**src/rtl/button_cmd_scheduler_pkg.sv**
```systemverilog
// Shared types and helpers for the button command scheduler.
// Holds the arbiter state encoding and the ID width derivation.
package button_cmd_scheduler_pkg;

  typedef enum logic {
    ST_IDLE  = 1'b0,
    ST_OFFER = 1'b1
  } arb_state_e;

  function automatic int clog2(input int n);
    int w;
    w = 0;
    for (int v = n - 1; v > 0; v = v >> 1) w++;
    return w;
  endfunction

endpackage

```
**src/rtl/button_hold_qualifier.sv**
```systemverilog
// One button: 2-FF synchroniser, release-arming, hold counter and a
// single-cycle event when the hold reaches HOLD_CYCLES.
module button_hold_qualifier #(
  parameter int HOLD_CYCLES = 500000,
  parameter int CNT_W       = 20
) (
  input  logic clk,
  input  logic rst,
  input  logic btn,
  output logic ev
);

  localparam logic [CNT_W-1:0] HOLD_MAX  = CNT_W'(HOLD_CYCLES);
  localparam logic [CNT_W-1:0] HOLD_LAST = CNT_W'(HOLD_CYCLES - 1);

  logic [1:0]       sync;
  logic             s;
  logic             armed;
  logic [CNT_W-1:0] cnt;

  assign s = sync[1];

  // NOTE: sequential state uses non-blocking assignments only, so every
  // register samples the pre-edge value of its neighbours.
  always_ff @(posedge clk) begin
    if (rst) begin
      // Synchroniser resets to "pressed" so a button held through reset
      // cannot look like a release and arm itself.
      sync  <= 2'b11;
      armed <= 1'b0;
      cnt   <= '0;
      ev    <= 1'b0;
    end else begin
      sync <= {sync[0], btn};
      if (!s) armed <= 1'b1;
      if (!s)
        cnt <= '0;
      else if (armed && cnt < HOLD_MAX)
        cnt <= cnt + 1'b1;
      ev <= s && armed && (cnt == HOLD_LAST);
    end
  end

endmodule

```
**src/rtl/button_cmd_scheduler.sv**
```systemverilog
// Qualifies N_BTN buttons and serialises their press events onto one
// valid/ready command port with round-robin arbitration.
module button_cmd_scheduler
  import button_cmd_scheduler_pkg::*;
#(
  parameter  int N_BTN       = 4,
  parameter  int HOLD_CYCLES = 500000,
  parameter  int CNT_W       = 20,
  localparam int ID_W        = clog2(N_BTN)
) (
  input  logic             clk,
  input  logic             rst,
  input  logic [N_BTN-1:0] btn_in,
  input  logic             cmd_ready,
  output logic             cmd_valid,
  output logic [ID_W-1:0]  cmd_id,
  output logic [N_BTN-1:0] pending,
  output logic             overrun,
  output logic [ID_W-1:0]  overrun_id
);

  localparam logic [ID_W-1:0] LAST_ID = ID_W'(N_BTN - 1);

  logic [N_BTN-1:0] ev;
  logic [N_BTN-1:0] grant;
  logic [N_BTN-1:0] ovr;
  logic [ID_W-1:0]  ovr_id;
  logic [ID_W-1:0]  ptr;
  logic [ID_W-1:0]  pick_id;
  logic [ID_W-1:0]  scan;
  logic             pick_found;
  logic             hs;
  logic             load_id;
  logic             adv_ptr;
  arb_state_e       state, state_nxt;

  for (genvar gi = 0; gi < N_BTN; gi++) begin : g_btn
    button_hold_qualifier #(
      .HOLD_CYCLES(HOLD_CYCLES),
      .CNT_W      (CNT_W)
    ) u_qual (
      .clk(clk),
      .rst(rst),
      .btn(btn_in[gi]),
      .ev (ev[gi])
    );
  end

  assign cmd_valid = (state == ST_OFFER);
  assign hs        = cmd_valid && cmd_ready;

  // NOTE: every always_comb output gets a default first, so no path can
  // leave a signal unassigned and infer a latch.
  always_comb begin
    grant = '0;
    if (hs) grant[cmd_id] = 1'b1;
    ovr = ev & pending & ~grant;
  end

  // Round-robin: first pending bit at or after ptr, wrapping at N_BTN-1.
  always_comb begin
    pick_id    = '0;
    pick_found = 1'b0;
    scan       = ptr;
    for (int k = 0; k < N_BTN; k++) begin
      if (!pick_found && pending[scan]) begin
        pick_id    = scan;
        pick_found = 1'b1;
      end
      scan = (scan == LAST_ID) ? '0 : scan + 1'b1;
    end
  end

  always_comb begin
    ovr_id = '0;
    for (int i = N_BTN - 1; i >= 0; i--) begin
      if (ovr[i]) ovr_id = ID_W'(i);
    end
  end

  always_comb begin
    state_nxt = state;
    load_id   = 1'b0;
    adv_ptr   = 1'b0;
    unique case (state)
      ST_IDLE: begin
        if (pick_found) begin
          state_nxt = ST_OFFER;
          load_id   = 1'b1;
        end
      end
      ST_OFFER: begin
        if (cmd_ready) begin
          state_nxt = ST_IDLE;
          adv_ptr   = 1'b1;
        end
      end
      default: state_nxt = ST_IDLE;
    endcase
  end

  always_ff @(posedge clk) begin
    if (rst) state <= ST_IDLE;
    else     state <= state_nxt;
  end

  always_ff @(posedge clk) begin
    if (rst) begin
      cmd_id     <= '0;
      ptr        <= '0;
      pending    <= '0;
      overrun    <= 1'b0;
      overrun_id <= '0;
    end else begin
      if (load_id) cmd_id <= pick_id;
      if (adv_ptr) ptr <= (cmd_id == LAST_ID) ? '0 : cmd_id + 1'b1;
      // A fresh event on the granted button re-queues it instead of overrunning.
      pending    <= ev | (pending & ~grant);
      overrun    <= |ovr;
      overrun_id <= ovr_id;
    end
  end

endmodule

```
**config.mk**
```make
export PLATFORM = sky130hd
export DESIGN_NAME = button_cmd_scheduler
export DESIGN_NICKNAME = d
export VERILOG_FILES = /design/src/rtl/button_cmd_scheduler_pkg.sv /design/src/rtl/button_hold_qualifier.sv /design/src/rtl/button_cmd_scheduler.sv
export SDC_FILE = /design/constraint.sdc
export NUM_CORES = 1
export LEC_CHECK = 0
export BUFFER_PORTS_ARGS = -buffer_cell sky130_fd_sc_hd__buf_2
export CAP_MARGIN = 20
export CORE_ASPECT_RATIO = 1.1
export CORE_MARGIN = 3
export CORE_UTILIZATION = 62
export DETAILED_ROUTE_END_ITERATION = 12
export HOLD_SLACK_MARGIN = 0.08
export PLACE_DENSITY = 0.8
export REMOVE_ABC_BUFFERS = 1
export SLEW_MARGIN = 40
export SYNTH_ARGS = -nofsm -noshare
export SYNTH_HDL_FRONTEND = slang
export SYNTH_SLANG_ARGS = --single-unit
```
**constraint.sdc**
```tcl
create_clock -name clk -period 2.5 [get_ports clk]
set_input_delay 0.125 -clock clk [delete_from_list [all_inputs] [get_ports clk]]
set_output_delay 0.125 -clock clk [all_outputs]
set_load 0.05 [all_outputs]
```
Word level (Yosys, flattened, before mapping)
Cells that the tools add are included.
- magnitude comparators: 10
- $add $sub $neg: 8
- reduce and logical (&&, ||, !) cells: 27
- multiplexer cells: 32
- eq/ne operators: 8
- bitwise logic cells: 10
- operators with widths (kind ; number):
    20-bit by 1-bit adder with 20-bit output, second input constant ; 4
    20-bit by 19-bit == test with 1-bit output, second input constant ; 4
    20-bit by 19-bit less-than comparator with 1-bit output, second input constant ; 4
    2-bit 2-to-1 mux ; 10
    1-bit logical AND ; 17
    2-bit by 3-bit less-than comparator with 1-bit output, second input constant ; 5
    1-bit 2-to-1 mux ; 15
    4-bit bitwise AND ; 3
    2-bit OR reduction ; 5
    2-bit by 1-bit adder with 2-bit output, second input constant ; 4
    1-bit binary-select mux with 2-bit select ; 4
    2-bit == test, second input constant ; 4
    1-bit inverter ; 5
    4-bit 2-to-1 mux ; 1
    4-bit inverter ; 1
    4-bit bitwise OR ; 1
    4-bit OR reduction ; 1
    1-bit logical NOT ; 3
    3-bit OR reduction ; 1
    1-bit demux with 2-bit select ; 1
    2-bit by 1-bit >= comparator with 1-bit output, second input constant ; 1
    1-bit one-hot mux with 2 select lines ; 1
- output and inout port bits: 10
- register bits after elaboration: 108
- logic and storage cells: 118
- bits of input ports: 7

Longest topological paths before layout
Gate-level depths: netlist of run 1.
- depth in word-level cells: 14
- gate-level depth with buffers: 8
- mapped depth without buffers: 7

By module
A second synthesis of run 1 with hierarchy kept.
- cells, all modules: 631
- area, all modules: 5450.2 um^2
- by module, submodules not included (module ; area each (um^2) ; instances ; cells an instance ; seq. area each (um^2)):
    button_hold_qualifier ; 1147.4 ; 4 ; 132 ; 480.5
    button_cmd_scheduler ; 860.8 ; 1 ; 103 ; 240.2

Worst setup path before layout of run 1
OpenSTA, ideal clock, no wires.
- kind: register to register
- from: reg g_btn[3].u_qual.cnt[9]
- to: reg g_btn[3].u_qual.cnt[14]
- arrival: 2.009 ns
- period minus slack after synthesis: 2.124 ns
- cell stages (with the launch flop): 7
- data required time: 2.386 ns
- slack: 0.376 ns
- path buffers: 0
- setup time: 0.114 ns
- cells stage by stage: dfxtp_1 -> or3_1 -> or4_4 -> a221o_2 -> a211o_1 -> xor2_1 -> nor2_1
- cells in the longest elaborated chain, start to end: 2
- elaborated cells between the ends (all ways): 3
- those cells by class: add/sub (1); order compare (1); reduce/logical (1)
- RTL lines (what ; line ; text):
    from (decl) ; button_hold_qualifier.sv:19 ; logic [CNT_W-1:0] cnt;
    from (signal assigned) ; button_hold_qualifier.sv:39 ; cnt <= cnt + 1'b1;
    20-bit by 19-bit less-than comparator with 1-bit output ; button_hold_qualifier.sv:38 ; else if (armed && cnt < HOLD_MAX)
    1-bit logical AND ; button_hold_qualifier.sv:38 ;
Several ways; a longest one is shown, not always the timed one.
A chain may end at the register's enable or synchronous reset.

Final worst setup path of run 1
- from: reg ptr[0]
- to: reg cmd_id[0]
- cells in the longest elaborated chain, start to end: 14
- elaborated cells between the ends (all ways): 33
- those cells by class: add/sub (3); eq/ne (3); mux (21); reduce/logical (6)
- RTL lines (what ; line ; text):
    from (decl) ; button_cmd_scheduler.sv:28 ; logic [ID_W-1:0] ptr;
    from (signal assigned) ; button_cmd_scheduler.sv:116 ; if (adv_ptr) ptr <= (cmd_id == LAST_ID) ? '0 : cmd_id + 1'b1;
    parallel branches: the longest is 14 deep, another holds 2-bit by 1-bit adder with 2-bit output ; -- ;
    to (signal assigned) ; button_cmd_scheduler.sv:115 ; if (load_id) cmd_id <= pick_id;
    to (decl) ; button_cmd_scheduler.sv:16 ; output logic [ID_W-1:0] cmd_id,
Several ways; the timed one is not identified. The select of a mux whose other input is x is not followed.

==> flow_summary_export.csv, run 1 <==
group,metric,value,unit
run_status,status,"finished clean",
setup_path,r2r-end,"cmd_id[0]$_SDFFE_PP0P_",
setup_path,setup.worst_path.class,"flip-flop to flip-flop",
power,leakagePower,0.00205,uW
synth,synth.avg_cell_area,8.57,um^2
place,hpwl_after_detailed_placement,6850,um
synth,seq_cells_post_synth,108,
timing,min_period,2270,ps
setup_path,cp.arrival,2530,ps
die,io_pins,17,
setup_path,reg2reg_depth,7,
run,cap_viol_max_count,0,
synth,synthMuxAreaShare,1.86,%
synth,ys_async_sr_fraction,0,%
cells_and_area,share_of_post_route_cells_with_drive_strength_above_1,10.1,%
timing,unrepaired_setup_endpoints_after_global_routing,"no",
synth,netlist_area,4990,um^2
setup_path,reg2reg_slack,230,ps
synth,synth_top_family_by_area,"simple AND/OR/NAND/NOR gates",
timing,fmaxAchievable,440,MHz
route,detail_route.wl_per_cell,13.9,um
cells_and_area,area_growth_from_synthesis_to_final_layout,8.91,%
timing,drv_slew,0,
cts,cts_sinks,108,
setup_path,worst_r2r_startpoint,"ptr[0]$_SDFFE_PP0P_",
cts,clk_pin_slew_worst_paths,100,ps
timing,worst_pin_slew,669,ps
die,chipWidth,91.5,um
die,initial_utilization,65.3,%
global_routing,gr-usage-all-layers,22.8,%
global_routing,first_global_vias,3907,
global_routing,largest_net_degree_at_the_start_of_global_routing,22,
synth,ys_warn_count,0,
place,gp_congestion,0.862,
setup_path,timing.critical_path.required,2760,ps
timing,final-hold-violation-count,0,
place,portBuffers,16,
synth,yosys_most_used_dff,"sky130_fd_sc_hd__dfxtp_1",
route,first_pass_iters,5,
cts,clockRootBuffer,"sky130_fd_sc_hd__clkbuf_8",
synth,synth.largest_area_cell,"sky130_fd_sc_hd__dfxtp_1",
die,fp.dieArea,9160,um^2
synth,compound_gate_fraction_of_synth_area,12.9,%
route,via_count_of_the_routed_design,4106,
min_path,hold_path_depth,2,
synth,netlist_instances,582,
min_path,min_from,"rst",
cts,post-cts-setup-buffers,0,
cts,clk_buf_depth,2,
setup_path,setup.worst_path.start_class,"flip-flop",
timing,fin_crit_sh,90.9,%
timing,setup_violations,0,
timing,worst_slew_margin_rel,55.4,%
synth,post_synth_num_cell_types,58,
cells_and_area,finish.cell_count_without_fillers,711,
cells_and_area,final_core_utilization,71.1,%
power,power_per_cell_area,582,nW/um^2
route,total_wirelength,9920,um
synth,synth-simple-area-share,25.9,%
synth,synth_top_area_share,43.4,%
setup_path,worst-path-max-fanout,10,
global_routing,grt_antenna_before_repair,0,
cts,numCtsBuffers,9,
route,drt_iter0_markers,143,
power,totalPowerFinal,3160,uW
power,vdd.ir_drop.worst,370,uV
place,dp_cells,691,
global_routing,grt.overflow.total,0,
min_path,worst_hold_path.endpoint,"g_btn[1].u_qual.armed$_SDFFE_PP0N_",
synth,synthTopCellsByArea,"sky130_fd_sc_hd__dfxtp_1, sky130_fd_sc_hd__nor2_1, sky130_fd_sc_hd__xor2_1",
synth,area_share_of_fa_ha_maj_cells_after_synthesis,2.46,%
setup_path,timing.critical_path.to_type,"flip-flop",
cells_and_area,nets,617,
synth,xor_xnor_cell_area_share_of_the_yosys_netlist,10.2,%
cts,cts_max_level,3,
route,drt_drc_violations_left,0,
route,vias_per_cell,5.77,
die,row_count,33,
timing,skew,8.76,ps
cts,tritoncts_clock_tree,"done",
global_routing,grt_pass1_wl,17400,um
die,design.core.area,7640,um^2
synth,synth_enable_flop_cells,0,
timing,setup_tns,0,ps
min_path,hold_class,"input pin to flip-flop",
cts,worstSkewPairLatency,370,ps
cells_and_area,antennaDiodeCount,0,
die,die_y,100,um
route,drtAntennaViolNets,0,
synth,synth.yosys.seq_area_share,43.4,%
## critical path, cell delays in order (launching register included)
cell,delay [ps]
sky130_fd_sc_hd__dfxtp_1,400
sky130_fd_sc_hd__ha_1,500
sky130_fd_sc_hd__nor2b_1,320
sky130_fd_sc_hd__mux2i_1,130
sky130_fd_sc_hd__o22ai_1,180
sky130_fd_sc_hd__nand3_1,150
sky130_fd_sc_hd__nand2_1,130
sky130_fd_sc_hd__mux2_2,340
## state kept, by name, indices dropped and copies added, names as in the netlist, 2 cells and up
signal              flops
cmd_id                  2
g_btn.u_qual.armed      4
g_btn.u_qual.cnt       80
g_btn.u_qual.ev         4
g_btn.u_qual.sync       8
overrun_id              2
pending                 4
ptr                     2
## how the worst max path moves through the flow
stage | start | to | slack [ps] | depth (start not counted)
floorplan | g_btn[2].u_qual.cnt[9]$_SDFFE_PP0P_ | g_btn[2].u_qual.cnt[9]$_SDFFE_PP0P_ | 280 | 6
global placement | g_btn[3].u_qual.cnt[9]$_SDFFE_PP0P_ | g_btn[3].u_qual.cnt[14]$_SDFFE_PP0P_ | 330 | 6
detailed placement | g_btn[3].u_qual.cnt[9]$_SDFFE_PP0P_ | g_btn[3].u_qual.cnt[14]$_SDFFE_PP0P_ | 260 | 6
CTS | g_btn[2].u_qual.cnt[9]$_SDFFE_PP0P_ | g_btn[2].u_qual.cnt[16]$_SDFFE_PP0P_ | 250 | 6
global route | ptr[0]$_SDFFE_PP0P_ | cmd_id[0]$_SDFFE_PP0P_ | 50 | 7
finish | ptr[0]$_SDFFE_PP0P_ | cmd_id[0]$_SDFFE_PP0P_ | 230 | 7
## what timing repair did
item | in CTS | in global routing
endpoints found under the hold margin | 4 | 0
hold buffers | 4 | 0
resized for setup | 0 | 1
setup endpoints to repair | 0 | 4
## synthesized netlist by cell type (2+ instances only)
cell type / count
sky130_fd_sc_hd__xor2_1: 36
sky130_fd_sc_hd__o22ai_1: 2
sky130_fd_sc_hd__ha_1: 9
sky130_fd_sc_hd__nand2_1: 45
sky130_fd_sc_hd__or2_2: 9
sky130_fd_sc_hd__a31oi_1: 5
sky130_fd_sc_hd__mux2_2: 2
sky130_fd_sc_hd__clkbuf_1: 17
sky130_fd_sc_hd__or3_1: 8
sky130_fd_sc_hd__and2_1: 6
sky130_fd_sc_hd__nand2b_1: 10
sky130_fd_sc_hd__nand4_1: 17
sky130_fd_sc_hd__nor4_1: 6
sky130_fd_sc_hd__nor2b_1: 7
sky130_fd_sc_hd__inv_1: 18
sky130_fd_sc_hd__o2111ai_1: 6
sky130_fd_sc_hd__o211ai_1: 13
sky130_fd_sc_hd__and4_1: 3
sky130_fd_sc_hd__o21ai_0: 14
sky130_fd_sc_hd__nor3_1: 16
sky130_fd_sc_hd__o21a_1: 4
sky130_fd_sc_hd__nand3_1: 29
sky130_fd_sc_hd__dfxtp_1: 108
sky130_fd_sc_hd__nor4bb_1: 2
sky130_fd_sc_hd__a2111oi_0: 2
sky130_fd_sc_hd__buf_4: 2
sky130_fd_sc_hd__nor2_1: 85
sky130_fd_sc_hd__buf_1: 2
sky130_fd_sc_hd__and3_1: 15
sky130_fd_sc_hd__a21o_1: 2
sky130_fd_sc_hd__mux2i_1: 7
sky130_fd_sc_hd__xnor2_1: 22
sky130_fd_sc_hd__a41o_1: 2
sky130_fd_sc_hd__a21oi_1: 27
## metrics by stage
stage                     area, um^2  hold slack [ps]  setup WS, ps
after CTS                       5420             93.4           254
after global placement          5170              308           327
after detailed placement        5170              312           262
final                           5430             89.3           228
after floorplan                 4890              194           282
after global routing            5430              109          54.7
## final cells by class
class                           count  area [um^2]
Sequential cell                   108         2160
Clock buffer                       10          138
Fill cell                         609         2210
Clock inverter                      6         70.1
Inverter                           18         67.6
Timing Repair Buffer               30          195
Multi-Input combinational cell    434         2670
Tap cell                          105          131
## cells in the final DEF, fill, tap and decap left out, drive strengths merged, types with 7 or more instances in the layout
cell type and n:
nor2b 7, xnor2 22, dfxtp 108, and3 15, inv 20, a21oi 27
mux2i 7, nand3 29, nor2 85, o21ai 15, nand2 45, nand4 17
nand2b 10, clkbuf 10, or3 8, o211ai 13, xor2 36, or2 9
buf 26, nor3 16, ha 9
## layer usage
metal	wire (um)	up-vias	part of all wire [%]	GRT usage [%]
met5	0	-	0	0
met4	131	0	1.3	9.28
met3	438	14	4.4	4.05
met2	4790	97	48	38.4
met1	4550	1918	46	29.1
li1	-	2077	-	-
## power by group
part	switching [uW]	internal [uW]	total (uW)
sequential	33.9	1750	1780
combinational	182	96.3	279
clock	596	500	1100
## logic make-up (layout without fill, tap and decap cells)
kind of cell,count (synthesis),in the layout
mux,9,9
flops,108,108
simple gates,263,263
fa+ha+maj,10,10
xor+xnor,58,58
compound gates,94,94
buf+inv,40,64
Note: power is estimated with default switching activity, not from simulation.
==> inputs of run 2 (changes only) <==
--- a/config.mk
+++ b/config.mk
@@ -8,12 +8,11 @@
 export BUFFER_PORTS_ARGS = -buffer_cell sky130_fd_sc_hd__buf_2
 export CAP_MARGIN = 20
 export CORE_ASPECT_RATIO = 1.1
-export CORE_MARGIN = 3
+export CORE_MARGIN = 2
 export CORE_UTILIZATION = 62
 export DETAILED_ROUTE_END_ITERATION = 12
 export HOLD_SLACK_MARGIN = 0.08
 export PLACE_DENSITY = 0.8
-export REMOVE_ABC_BUFFERS = 1
 export SLEW_MARGIN = 40
 export SYNTH_ARGS = -nofsm -noshare
 export SYNTH_HDL_FRONTEND = slang
==> flow_summary_export.csv, run 2 (synthesis results as in run 1) <==
group,metric,value,unit
run_status,status,"finished clean",
synth,synth.net_count,598,
die,fp.dieArea,8780,um^2
route,drtAntennaViolNets,0,
cells_and_area,most-common-layout-cells,"sky130_fd_sc_hd__dfxtp_1, sky130_fd_sc_hd__nor2_1, sky130_fd_sc_hd__nand2_1, sky130_fd_sc_hd__xor2_1, sky130_fd_sc_hd__nand3_1",
timing,fmaxAchievable,429,MHz
setup_path,worst-path-max-fanout,6,
setup_path,cp.arrival,2590,ps
timing,setup_violations,0,
setup_path,worst_path_max_delay_cell,"sky130_fd_sc_hd__a221oi_2",
power,vdd.ir_drop.worst,335,uV
route,total_wirelength,9580,um
timing,unrepaired_setup_endpoints_after_global_routing,"no",
setup_path,setup.worst_path.start_class,"flip-flop",
cells_and_area,reg.largest.list,"g_btn.u_qual.cnt: 80 flops, g_btn.u_qual.sync: 8 flops",
die,chipWidth,89.5,um
place,gp_congestion,0.902,
timing,setup_tns,0,ps
cells_and_area,final_core_utilization,68.9,%
global_routing,grt_pass1_wl,16800,um
timing,worst_pin_slew,664,ps
route,drt_drc_violations_left,0,
cts,tritoncts_clock_tree,"done",
setup_path,timing.critical_path.required,2760,ps
cts,clk_buf_depth,2,
place,portBuffers,16,
die,die_y,98.1,um
min_path,hold_class,"input pin to flip-flop",
timing,final-hold-violation-count,0,
global_routing,grt_antenna_before_repair,0,
global_routing,largest_net_degree_at_the_start_of_global_routing,22,
route,first_pass_iters,5,
timing,worst_slew_margin_rel,55.7,%
setup_path,delay_contributed_by_the_slowest_stage_of_the_critical_path,560,ps
cells_and_area,layout.filler_cells,668,
cts,cts_max_level,3,
route,drt_iter0_markers,184,
cts,worstSkewPairLatency,360,ps
cells_and_area,layout_commonest_cell,"sky130_fd_sc_hd__dfxtp_1",
setup_path,critical-path-top-delay-family,"simple AND/OR/NAND/NOR gates",
place,placed_inst_area,5180,um^2
route,vias_per_cell,5.69,
cts,numCtsBuffers,9,
cts,clockRootBuffer,"sky130_fd_sc_hd__clkbuf_8",
cells_and_area,share_of_post_route_cells_with_drive_strength_above_1,9.39,%
route,via_count_of_the_routed_design,4068,
global_routing,gr-usage-all-layers,23.6,%
cells_and_area,largest_register,"g_btn.u_qual.cnt",
cells_and_area,area_growth_from_synthesis_to_final_layout,8.71,%
die,row_count,34,
cells_and_area,largest_register_ffs,80,
global_routing,grt.overflow.total,0,
setup_path,setup.worst_path.class,"flip-flop to flip-flop",
die,design.core.area,7870,um^2
setup_path,crit_buf_inv,0,
cells_and_area,final_cell_area,5420,um^2
power,power_per_cell_area,570,nW/um^2
die,io_pins,17,
route,detail_route.wl_per_cell,13.4,um
timing,skew,13.1,ps
setup_path,worstPathCellList,"or3_1, or4_4, a221oi_2, o211ai_1, xor2_1, nor2_1",
cells_and_area,antennaDiodeCount,0,
setup_path,timing.critical_path.to_type,"flip-flop",
cells_and_area,nets,618,
cts,cts_sinks,108,
timing,min_period,2330,ps
cts,clk_pin_slew_worst_paths,100,ps
timing,drv_slew,0,
place,hpwl_after_detailed_placement,6760,um
timing,fin_crit_sh,93.3,%
power,leakagePower,0.00202,uW
run,cap_viol_max_count,0,
global_routing,first_global_vias,3824,
die,initial_utilization,63.4,%
[run 2: path summary, 6_finish.rpt]
check,start,to,slack [ps],depth (start not counted)
setup reg to reg,g_btn[3].u_qual.cnt[9]$_SDFFE_PP0P_,g_btn[3].u_qual.cnt[16]$_SDFFE_PP0P_,170,6
hold / removal,cmd_ready,ptr[1]$_SDFFE_PP0P_,150,4
hold reg to reg,g_btn[2].u_qual.sync[0]$_SDFF_PP1_,g_btn[2].u_qual.sync[1]$_SDFF_PP1_,410,1
setup / recovery,g_btn[3].u_qual.cnt[9]$_SDFFE_PP0P_,g_btn[3].u_qual.cnt[16]$_SDFFE_PP0P_,170,6
[run 2: per-stage QoR]
stage                     hold WS (ps)  cells  total power [uW]  setup slack, ps
after floorplan                    229    582              2030              376
final                              151    715              3090              167
after CTS                          144    715              3120              151
after global routing               179    715              3230             24.7
after detailed placement           309    694              2090              211
after global placement             306    694              2090              320
[run 2: report_power, final]
group / internal (uW) / total (uW) / switching [uW] / leakage (uW)
Sequential: 1750 / 1780 / 32.7 / 0.000873
Clock: 468 / 1030 / 566 / 0.0000897
Combinational: 97.1 / 276 / 179 / 0.00105
[run 2: metal layers]
metal / share of wire (%) / GRT usage, % / routed length (um) / vias to the layer above
met5: 0 / 0 / 0 / -
met4: 1.8 / 8.84 / 173 / 0
met3: 4.1 / 4.82 / 388 / 16
met2: 47 / 37.4 / 4540 / 80
met1: 47 / 31.7 / 4480 / 1904
li1: - / - / - / 2068
[run 2: timing repair]
item,in CTS,in global routing
resized for setup,0,0
hold buffers,5,0
endpoints found under the setup margin,0,0
setup buffers,0,0
endpoints found under the hold margin,6,0
[run 2: worst min-delay path, cell delays in order]
cell                      delay, ps
sky130_fd_sc_hd__buf_2          100
sky130_fd_sc_hd__nand2_1         80
sky130_fd_sc_hd__nand2_1         90
sky130_fd_sc_hd__a21oi_1         70
[run 2: area by class of cell]
class	instances	area, um^2	share of cell area [%]
well taps	108	135	2.49
flip-flops and latches	108	2160	39.9
inverters	18	67.6	1.25
multi-input cells	434	2660	49.0
repair buffers	31	205	3.79
clock inverters	5	62.6	1.15
clock buffers	11	131	2.42
==> inputs of run 3 (changes only) <==
--- a/config.mk
+++ b/config.mk
@@ -9,11 +9,13 @@
 export CAP_MARGIN = 20
 export CORE_ASPECT_RATIO = 1.1
 export CORE_MARGIN = 2
-export CORE_UTILIZATION = 62
+export CORE_UTILIZATION = 56
+export CTS_CLUSTER_DIAMETER = 80
 export DETAILED_ROUTE_END_ITERATION = 12
 export HOLD_SLACK_MARGIN = 0.08
-export PLACE_DENSITY = 0.8
+export PLACE_DENSITY = 0.76
 export SLEW_MARGIN = 40
 export SYNTH_ARGS = -nofsm -noshare
 export SYNTH_HDL_FRONTEND = slang
+export SYNTH_HIERARCHICAL = 1
 export SYNTH_SLANG_ARGS = --single-unit
==> constraint.sdc (replaced) <==
create_clock -name clk -period 2 [get_ports clk]
set_input_delay 0.1 -clock clk [delete_from_list [all_inputs] [get_ports clk]]
set_output_delay 0.1 -clock clk [all_outputs]
set_load 0.05 [all_outputs]
==> flow_summary_export.csv, run 3 <==
group,metric,value,unit
run_status,status,"finished, violations left",
run_status,violations_in_the_final_reports,"setup timing",
cts,tritoncts_clock_tree,"done",
synth,synth_enable_flop_cells,0,
power,leakagePower,0.00240,uW
synth,synthMostInstantiatedCell,"sky130_fd_sc_hd__dfxtp_1",
place,post-place-ws,-132,ps
cts,clk_buf_depth,2,
cts,cts_sinks,108,
power,p_clk_share,38.1,%
synth,seq_cells_post_synth,108,
timing,drv_slew,0,
route,detail_route.wl_per_cell,17.2,um
cells_and_area,largest_register,"g_btn.u_qual/cnt",
place,gp_congestion,0.873,
timing,final-hold-violation-count,0,
cells_and_area,final_cell_area,7100,um^2
die,io_pins,17,
cts,worstSkewPairLatency,380,ps
synth,synth_top_family_by_area,"simple AND/OR/NAND/NOR gates",
synth,ys_async_sr_fraction,0,%
cells_and_area,area_growth_from_synthesis_to_final_layout,30.3,%
global_routing,grt.overflow.total,0,
setup_path,cp.arrival,2520,ps
cells_and_area,antennaDiodeCount,0,
global_routing,grt_antenna_before_repair,0,
die,fp.dieArea,10500,um^2
timing,setup_violations,64,
setup_path,reg2reg_depth,5,
min_path,worst_hold_path.endpoint,"pending[1]$_SDFF_PP0_",
synth,ys_warn_count,6,
synth,netlist_area,5450,um^2
timing,skew,15.9,ps
synth,area_share_of_fa_ha_maj_cells_after_synthesis,2.07,%
power,totalPowerFinal,3730,uW
place,hpwl_after_detailed_placement,9040,um
synth,synthTopCellsByArea,"sky130_fd_sc_hd__dfxtp_1, sky130_fd_sc_hd__a21oi_1, sky130_fd_sc_hd__or3_1",
route,drtAntennaViolNets,0,
synth,compound_gate_fraction_of_synth_area,21.0,%
synth,synthMuxAreaShare,2.69,%
timing,setup_tns,-5400,ps
synth,post_synth_num_cell_types,54,
setup_path,setup.worst_path.start_class,"flip-flop",
setup_path,timing.critical_path.required,2270,ps
cells_and_area,reg.largest.list,"g_btn.u_qual/cnt: 80 flops, g_btn.u_qual/sync: 8 flops",
cells_and_area,layout.filler_cells,646,
route,total_wirelength,14800,um
die,row_count,37,
global_routing,gr-usage-all-layers,25.9,%
timing,fin_crit_sh,112,%
cells_and_area,final_core_utilization,75.6,%
synth,yosys_most_used_dff,"sky130_fd_sc_hd__dfxtp_1",
power,power_per_cell_area,526,nW/um^2
setup_path,r2r-end,"g_btn[2].u_qual/cnt[1]$_SDFFE_PP0P_",
min_path,hold_path_depth,2,
setup_path,reg2reg_slack,-250,ps
cells_and_area,nets,754,
global_routing,first_global_vias,5096,
route,via_count_of_the_routed_design,5517,
cells_and_area,most-common-layout-cells,"sky130_fd_sc_hd__dfxtp_1, sky130_fd_sc_hd__buf_4, sky130_fd_sc_hd__nand2_1, sky130_fd_sc_hd__a21oi_1, sky130_fd_sc_hd__o21ai_0",
setup_path,worst_r2r_startpoint,"g_btn[2].u_qual/cnt[15]$_SDFFE_PP0P_",
power,net-switching-power,832,uW
cells_and_area,largest_register_ffs,80,
die,initial_utilization,58.0,%
synth,xor_xnor_cell_area_share_of_the_yosys_netlist,0.643,%
synth,synth.largest_area_cell,"sky130_fd_sc_hd__dfxtp_1",
timing,min_period,2250,ps
synth,synth.avg_cell_area,8.64,um^2
timing,unrepaired_setup_endpoints_after_global_routing,"yes",
min_path,hold_class,"input pin to flip-flop",
timing,worst_slack,-250,ps
power,internal-power,2900,uW
power,power.combinational.fraction,3.5,%
route,drt_drc_violations_left,0,
route,drt_iter0_markers,352,
cts,clk_pin_slew_worst_paths,90,ps
place,placed_inst_area,6150,um^2
timing,worst_slew_margin_rel,36.3,%
cells_and_area,share_of_post_route_cells_with_drive_strength_above_1,32.0,%
run,cap_viol_max_count,0,
setup_path,setup.worst_path.class,"flip-flop to flip-flop",
cts,cts_max_level,3,
power,power_switching_share,22.3,%
synth,synth_top_area_share,39.7,%
cells_and_area,layout_commonest_cell,"sky130_fd_sc_hd__dfxtp_1",
synth,netlist_instances,631,
timing,fmaxAchievable,444,MHz
min_path,min_from,"rst",
power,pwr-share-seq,58.4,%
route,vias_per_cell,6.42,
synth,netlist_top_cells_count,"sky130_fd_sc_hd__dfxtp_1, sky130_fd_sc_hd__a21oi_1, sky130_fd_sc_hd__nand2_1",
synth,synth-simple-area-share,29.0,%
synth,synth.yosys.seq_area_share,39.7,%
power,vdd.ir_drop.worst,402,uV
timing,worst_pin_slew,943,ps
cts,clockRootBuffer,"sky130_fd_sc_hd__clkbuf_8",
global_routing,grt_pass1_wl,22800,um
die,chipWidth,98.1,um
setup_path,timing.critical_path.to_type,"flip-flop",
die,design.core.area,9400,um^2
synth,synth.net_count,647,
setup_path,worst-path-max-fanout,6,
die,die_y,107,um
global_routing,largest_net_degree_at_the_start_of_global_routing,34,
route,first_pass_iters,5,
place,portBuffers,16,
cts,numCtsBuffers,9,
-- run 3: changes by cell type after synthesis, sizes merged, moves of 15 or more --
cell / before / now
nand4: 17 / 32
nor2: 85 / 30
or3: 8 / 41
or4: 2 / 24
xor2: 36 / 4
o21ai: 15 / 41
o31ai: 0 / 16
a21oi: 27 / 67
and3: 15 / 0
xnor2: 22 / 0
-- run 3: layout make-up --
type / count / area [um^2] / area share (%)
clock buffers: 13 / 169 / 2.38
multi-input cells: 473 / 3530 / 49.7
repair buffers: 124 / 960 / 13.5
clock inverters: 3 / 43.8 / 0.617
flip-flops and latches: 108 / 2170 / 30.6
well taps: 117 / 146 / 2.06
inverters: 22 / 82.6 / 1.16
-- run 3: timing repair --
action	CTS	global route
hold endpoints to repair	5	0
hold buffers	5	0
endpoints found under the setup margin	58	75
setup buffers	11	6
cloned	3	1
pin swaps	45	49
resized for setup	30	78
-- run 3: power groups by stage --
| stage | Clock (uW) | Combinational (uW) | Sequential, uW |
|---|---|---|---|
| detailed placement | 0 | 112 | 2230 |
| finish | 1420 | 129 | 2180 |
| global placement | 0 | 109 | 2230 |
| floorplan | 0 | 68.6 | 2230 |
| CTS | 1440 | 120 | 2180 |
| global route | 1520 | 140 | 2180 |
-- run 3: cells by family after synthesis --
group	count (synthesis)
AO/OA/AOI/OAI	171
XOR/XNOR	4
adder cells (fa/ha/maj)	9
buffers and inverters	54
flip-flops	108
multiplexers	12
AND/OR/NAND/NOR	273
-- run 3: critical path, cell delays in order, from the launching register on --
cell	delay [ps]
sky130_fd_sc_hd__dfxtp_1	460
sky130_fd_sc_hd__nand4_1	300
sky130_fd_sc_hd__buf_4	260
sky130_fd_sc_hd__o311ai_0	810
sky130_fd_sc_hd__mux2i_1	270
sky130_fd_sc_hd__nor2_1	50
-- run 3: worst max path at each step --
stage,startpoint,endpoint,slack (ps),cells past startpoint
final,g_btn[2].u_qual/cnt[15]$_SDFFE_PP0P_,g_btn[2].u_qual/cnt[1]$_SDFFE_PP0P_,-250,5
after global routing,g_btn[0].u_qual/cnt[12]$_SDFFE_PP0P_,g_btn[0].u_qual/cnt[14]$_SDFFE_PP0P_,-270,5
after CTS,g_btn[0].u_qual/cnt[10]$_SDFFE_PP0P_,g_btn[0].u_qual/cnt[14]$_SDFFE_PP0P_,-80,6
after detailed placement,g_btn[1].u_qual/cnt[9]$_SDFFE_PP0P_,g_btn[1].u_qual/cnt[3]$_SDFFE_PP0P_,-130,6
after global placement,g_btn[0].u_qual/cnt[9]$_SDFFE_PP0P_,g_btn[0].u_qual/cnt[2]$_SDFFE_PP0P_,-70,6
after floorplan,g_btn[0].u_qual/cnt[9]$_SDFFE_PP0P_,g_btn[0].u_qual/cnt[16]$_SDFFE_PP0P_,40,6
-- run 3: through the flow --
| stage | hold slack (ps) | std cells |
|---|---|---|
| 2_1_floorplan | 169 | 631 |
| 3_3_place_gp | 285 | 818 |
| 3_5_place_dp | 286 | 818 |
| 4_1_cts | 183 | 853 |
| 5_1_grt | 229 | 860 |
| 6_report | 193 | 860 |
-- run 3: per-layer routing --
metal	global-route usage [%]	up-vias	wire length [um]
met5	0	-	0
met4	10.4	0	382
met3	4.61	41	700
met2	45.9	214	7590
met1	30.9	2653	6130
li1	-	2609	-
